### src/rtl/serial_mod_tx.sv
// MSB-first parallel-to-serial transmitter that tracks the word's remainder modulo DIVISOR.
// Define SERIAL_MOD_TX_SUFFIX_EN to append an RW-bit check suffix that makes the whole stream a multiple of DIVISOR.
module serial_mod_tx #(
  parameter int WIDTH   = 8,
  parameter int DIVISOR = 5,
  localparam int RW     = $clog2(DIVISOR)
) (
  input  logic             clk,
  input  logic             resetn,
  input  logic             in_valid,
  output logic             in_ready,
  input  logic [WIDTH-1:0] in_data,
  output logic             dout,
  output logic             dout_valid,
  output logic             dout_last,
  output logic [RW-1:0]    rem,
  output logic             rem_valid
);

  localparam int CW = 7;
  localparam logic [RW:0] DIV_W = (RW+1)'(DIVISOR);

`ifdef SERIAL_MOD_TX_SUFFIX_EN
  typedef enum logic [1:0] {IDLE, SHIFT, SUFFIX, DONE} state_e;
`else
  typedef enum logic [1:0] {IDLE, SHIFT, DONE} state_e;
`endif

  state_e           state_q, state_d;
  logic [WIDTH-1:0] shift_q, shift_d;
  logic [CW-1:0]    cnt_q, cnt_d;
  logic [RW-1:0]    acc_q, acc_d;
  logic [RW-1:0]    rem_q, rem_d;

  // One doubling step of the remainder; 2*a+b < 2*DIVISOR, so a single subtraction suffices.
  function automatic logic [RW-1:0] mod_step(input logic [RW-1:0] a, input logic b);
    logic [RW:0] t;
    t = {a, b};
    if (t >= DIV_W) t = t - DIV_W;
    return t[RW-1:0];
  endfunction

`ifdef SERIAL_MOD_TX_SUFFIX_EN
  localparam logic [RW-1:0] DIV_LO = RW'(DIVISOR);

  logic [RW-1:0] sfx_q, sfx_d;
  logic [RW-1:0] r_q, r_d;

  // Suffix s satisfies (r * 2^RW + s) mod DIVISOR == 0.
  function automatic logic [RW-1:0] suffix_of(input logic [RW-1:0] r);
    logic [RW-1:0] t;
    t = r;
    for (int i = 0; i < RW; i++) t = mod_step(t, 1'b0);
    if (t == '0) return '0;
    return DIV_LO - t;
  endfunction
`endif

  always_comb begin
    state_d = state_q;
    shift_d = shift_q;
    cnt_d   = cnt_q;
    acc_d   = acc_q;
    rem_d   = rem_q;
`ifdef SERIAL_MOD_TX_SUFFIX_EN
    sfx_d   = sfx_q;
    r_d     = r_q;
`endif
    case (state_q)
      IDLE: begin
        if (in_valid) begin
          shift_d = in_data;
          cnt_d   = CW'(WIDTH);
          acc_d   = '0;
          state_d = SHIFT;
        end
      end
      SHIFT: begin
        shift_d = shift_q << 1;
        cnt_d   = cnt_q - CW'(1);
        acc_d   = mod_step(acc_q, shift_q[WIDTH-1]);
        if (cnt_q == CW'(1)) begin
`ifdef SERIAL_MOD_TX_SUFFIX_EN
          r_d     = acc_d;
          sfx_d   = suffix_of(acc_d);
          cnt_d   = CW'(RW);
          state_d = SUFFIX;
`else
          rem_d   = acc_d;
          state_d = DONE;
`endif
        end
      end
`ifdef SERIAL_MOD_TX_SUFFIX_EN
      SUFFIX: begin
        sfx_d = sfx_q << 1;
        cnt_d = cnt_q - CW'(1);
        acc_d = mod_step(acc_q, sfx_q[RW-1]);
        if (cnt_q == CW'(1)) begin
          rem_d   = r_q;
          state_d = DONE;
        end
      end
`endif
      DONE:    state_d = IDLE;
      default: state_d = IDLE;
    endcase
  end

  always_ff @(posedge clk) begin
    if (!resetn) begin
      state_q <= IDLE;
      shift_q <= '0;
      cnt_q   <= '0;
      acc_q   <= '0;
      rem_q   <= '0;
`ifdef SERIAL_MOD_TX_SUFFIX_EN
      sfx_q   <= '0;
      r_q     <= '0;
`endif
    end else begin
      state_q <= state_d;
      shift_q <= shift_d;
      cnt_q   <= cnt_d;
      acc_q   <= acc_d;
      rem_q   <= rem_d;
`ifdef SERIAL_MOD_TX_SUFFIX_EN
      sfx_q   <= sfx_d;
      r_q     <= r_d;
`endif
    end
  end

  // All outputs decode registered state only.
  always_comb begin
    in_ready   = (state_q == IDLE);
    rem_valid  = (state_q == DONE);
    rem        = rem_q;
    dout       = 1'b0;
    dout_valid = 1'b0;
    dout_last  = 1'b0;
    if (state_q == SHIFT) begin
      dout       = shift_q[WIDTH-1];
      dout_valid = 1'b1;
`ifndef SERIAL_MOD_TX_SUFFIX_EN
      dout_last  = (cnt_q == CW'(1));
`endif
    end
`ifdef SERIAL_MOD_TX_SUFFIX_EN
    if (state_q == SUFFIX) begin
      dout       = sfx_q[RW-1];
      dout_valid = 1'b1;
      dout_last  = (cnt_q == CW'(1));
    end
`endif
  end

`ifdef SERIAL_MOD_TX_SUFFIX_EN
  suffix_zero_a: assert property (@(posedge clk) disable iff (!resetn)
    (state_q == SUFFIX && cnt_q == CW'(1)) |-> (acc_d == '0));
`endif

endmodule

### config.mk
export PLATFORM = sky130hd
export DESIGN_NAME = serial_mod_tx
export DESIGN_NICKNAME = d
export VERILOG_FILES = /design/src/rtl/serial_mod_tx.sv
export SDC_FILE = /design/constraint.sdc
export NUM_CORES = 1
export LEC_CHECK = 0
export BUFFER_PORTS_ARGS = -buffer_cell sky130_fd_sc_hd__buf_2
export CORE_MARGIN = 2
export CORE_UTILIZATION = 44
export DETAILED_ROUTE_END_ITERATION = 8
export GPL_TIMING_DRIVEN = 0
export PLACE_DENSITY_LB_ADDON = 0.1
export SLEW_MARGIN = 20
export SYNTH_ARGS = -nofsm -noshare
export SYNTH_HDL_FRONTEND = slang
export SYNTH_SLANG_ARGS = --single-unit
### constraint.sdc
create_clock -name clk -period 1.9 [get_ports clk]
set_input_delay 0.285 -clock clk [delete_from_list [all_inputs] [get_ports clk]]
set_output_delay 0.285 -clock clk [all_outputs]
set_load 0.03 [all_outputs]
==> summary.md <==
| Metric | Value |
|---|---|
| Post-Synth Simple-Gate Area | 29.2% |
| Worst hold start | in_data[0] |
| R2R Setup Slk | ~450 ps |
| Status | finished, final reports clean |
| RSZ-0062 raised after global routing | false |
| Post-Syn Area | roughly 0.0012 sq mm |
| Drt drc | 0 |
| Setup TNS | 0 ps |
| Post-synth EDFFs | 0 |
| Clk sinks | 23 |
| Clk pwr share | 22.2% |
| Xor/xnor share of the synthesized area | 0% |
| Chip Height | roughly 57 microns |
| Cells on worst reg2reg path | 5 |
| Crit path buffers/inverters | 2 |
| GRT Total Usage | 17.1% |
| # H-tree levels | 1 |
| Cells after DPL | 188 |
| Vias in the first global route | 965 |
| Starting Density | roughly 45% |
| Crit path largest cell delay | roughly 350 ps |
| Leak pwr | 0.573 nW |
| Initial drt markers | 37 |
| CTS Root Cell | clkbuf_4 |
| Worst Clk Skew | just over 3 ps |
| Largest fanout on the critical path | 3 |
| Syn Nets | about 150 |
| Die ar. | 0.00320 sq mm |
| Antenna Cells | 0 |
| Share of cells above drive strength 1 | 26.7% |
| Post-synthesis adder-cell area fraction | under 10% |
| Slew Limit Fails | 0 |
| Gate power share | 24.0% |
| Slew headroom | 64.8% |
| Post-route insts no fill | 192 |
| Worst reg2reg startpoint | shift_q[7]$_SDFFE_PN0P_ |
| Crit end category | output port |
| Pwr/cell area | 742 mW/mm^2 |
| Routability cong. | 0.779 |
| Least-Margin Pin Slew | 525 ps |
| MaxCap Viol Count | 0 |
| Final Power | 1.04 mW |
| CP delay by family, top | simple AND/OR/NAND/NOR gates |
| Placed wire-length estimate | 1910 microns |
| Row Count | 19 |
| Internal | about 0.71 mW |
| Hold Fails Final Rpt | 0 |
| WHS Path Cells | 3 |
| Main combinational cell family by area after synthesis | simple AND/OR/NAND/NOR gates |
| Syn avg cell area | 8.76 sq um |
| CTS tree | done |
| Hold Path Class | input pin to flip-flop |
| Async set-reset flop share out of synthesis | 0% |
| First-pass GRT wire length | 4330 microns |
| CP Cell Sequence | inv_1 -> ha_4 -> nor4b_4 -> and3_4 -> buf_6 |
| Antenna violations before repair | 0 |
| Largest net degree at the start of global routing | 13 |
| Later-pin clock latency in the skew report | 310 ps |
| Library cells used by synthesis | 38 |
| TritonCTS buffer count | 3 |
| Max Freq | around 550 MHz |
| Routed WL per cell | roughly 14 microns |
| Post-synthesis mux area share | under 10% |
| Post-synth top flop | dfxtp_1 |
| Vias/cell | ~5.7 |
| Via count | 1098 |
| Total grt overflow | 0 |
| Area grow syn2layout | 15.5% |
| WHS Endpoint | shift_q[0]$_SDFFE_PN0P_ |
| CP max stage cell | dfxtp_2 |
| Register area share after synthesis | 37.8% |
| Kind of critical path | flip-flop to output port |
| Dpl ws | 341 ps |
| PnR worst setup slack | 76.8 ps |
| Post-CTS setup buffer count | 0 |
| Crit path launch | cnt_q[1]$_SDFFE_PN0P_ |
| Compound-Gate Fraction of Synth Area | 22.5% |
| Sw Ratio | 31.6% |
| Psw | 0.330 mW |
| FILL cells | 270 |
| Die X | 56.6 microns |
| WP data arrival | ~1500 ps |
| Port bufs | 18 |
| Crit path required time | 1620 ps |
| Tmin final | 1820 ps |
| Period utilization | 96.0% |
| Total routed wirelength | 2680 microns |
| Synth warnings | 0 |
| Final setup viols | 0 |
| Drt pass-1 iters | 4 |
| Core area | about 0.0027 sq mm |
| Worst r2r dst | rem[0]$_SDFFE_PN0P_ |
| Fin nets | 177 |
| Clock-pin transition on the worst setup and hold timing paths | 130 ps |
| Mapped Cells | around 140 |
| Clock Path Buffers | 2 |
| Antenna Violating Nets Remaining | 0 |
| Reg power frac | 53.8% |
| Yosys reg bits | 23 |
| Ports | 19 |
| Peak supply drop | roughly 0.43 mV |
| Critical Path Source Type | flip-flop |
==> registers in the layout, summed over array words and instances, names as in the netlist <==
register  cells
acc_q         3
shift_q       8
rem           3
cnt_q         7
state_q       2
==> synthesized netlist by cell type (2+ instances only) <==
cell       n  area share (%)
dfxtp_1   23              38
buf_2      4             1.6
mux2i_1    2             1.6
nand4_1    2             1.0
nor3b_1    4             2.5
clkbuf_1   2            0.62
nand3_1    6             2.5
ha_1       4             4.1
o21ai_0    3             1.2
nor2_1    18             5.5
o221a_2    7             6.5
and3_1     3             1.5
o32ai_1    2             1.4
o31ai_1    2             1.2
nor2b_1    7             3.6
nand2b_1   4             2.1
nand2_1    4             1.2
a211oi_1   4             2.5
a21oi_1   11             4.5
nor4b_2    2             2.5
and2_1     2             1.0
inv_1      7             2.2
==> per-stage QoR <==
stage	area [sq um]	util [%]	hold WS, ps
finish	1410	52.4	200
global route	1410	52.4	181
CTS	1380	51.4	198
detailed placement	1350	50.1	474
global placement	1350	50.1	461
floorplan	1220	-	433
==> cells by family (layout without fill, tap and decap cells) <==
kind of cell	Yosys count	after routing
simple gates	60	60
compound gates	36	36
flops	23	23
buf+inv	14	36
fa+ha+maj	4	4
mux	2	2
==> power groups by stage <==
| stage | clock (mW) | combinational, mW | sequential [mW] |
|---|---|---|---|
| after floorplan | 0 | 0.185 | 0.560 |
| after global placement | 0 | 0.236 | 0.566 |
| after detailed placement | 0 | 0.241 | 0.568 |
| after CTS | 0.239 | 0.245 | 0.559 |
| after global routing | 0.257 | 0.278 | 0.567 |
| final | 0.232 | 0.250 | 0.562 |
==> cell type report <==
type | count | area, sq um | share of cell area [%]
flip-flops and latches | 23 | 462 | 32.8
well taps | 31 | 38.8 | 2.76
clock buffers | 4 | 26.3 | 1.87
multi-input cells | 102 | 726 | 51.6
repair buffers | 18 | 96.3 | 6.85
inverters | 8 | 30.0 | 2.14
plain buffers | 6 | 27.5 | 1.96
==> how the worst max path moves through the flow <==
stage | slack [ps] | depth (start not counted) | to
2_1_floorplan | 480 | 4 | dout_last
3_3_place_gp | 350 | 5 | dout_last
3_5_place_dp | 340 | 5 | dout_last
4_1_cts | 10 | 5 | dout_last
5_1_grt | 20 | 5 | dout_last
6_report | 80 | 5 | dout_last
==> metal layers <==
layer | wire length (microns) | global-route usage (%) | part of all wire [%]
met1 | 1310 | 23.4 | 49
met2 | 1280 | 27.6 | 48
met3 | 72 | 4.84 | 2.7
met4 | 19 | 2.04 | 0.71
met5 | 0 | 0 | 0
==> cell usage in the layout, fill, tap and decap left out, types with 2 or more instances in the layout <==
cell	instances
nor3b_1	4
o21ai_0	3
and3_1	2
and2_1	2
dfxtp_1	22
nor2_1	18
ha_1	3
inv_1	7
nand2_1	4
nor2b_1	7
mux2i_1	2
a211oi_1	4
buf_2	21
a21oi_1	11
o221a_2	7
nand2b_1	4
o31ai_1	2
nand3_1	6
clkbuf_1	3
nand4_1	2
clkbuf_4	3
o32ai_1	2
==> repair_timing <==
| action | 4_1_cts | 5_1_grt |
|---|---|---|
| pin swaps | 0 | 1 |
| cloned | 0 | 0 |
| hold buffers | 0 | 0 |
| resized for setup | 1 | 7 |
| setup endpoints to repair | 1 | 1 |
==> worst reg2reg max path, cell delays in order, from the launching register on <==
cell	delay (ps)
dfxtp_1	370
inv_1	90
ha_1	220
nor3b_1	280
nor2_1	100
o32ai_1	300
Power figures use the tool's default switching activity.
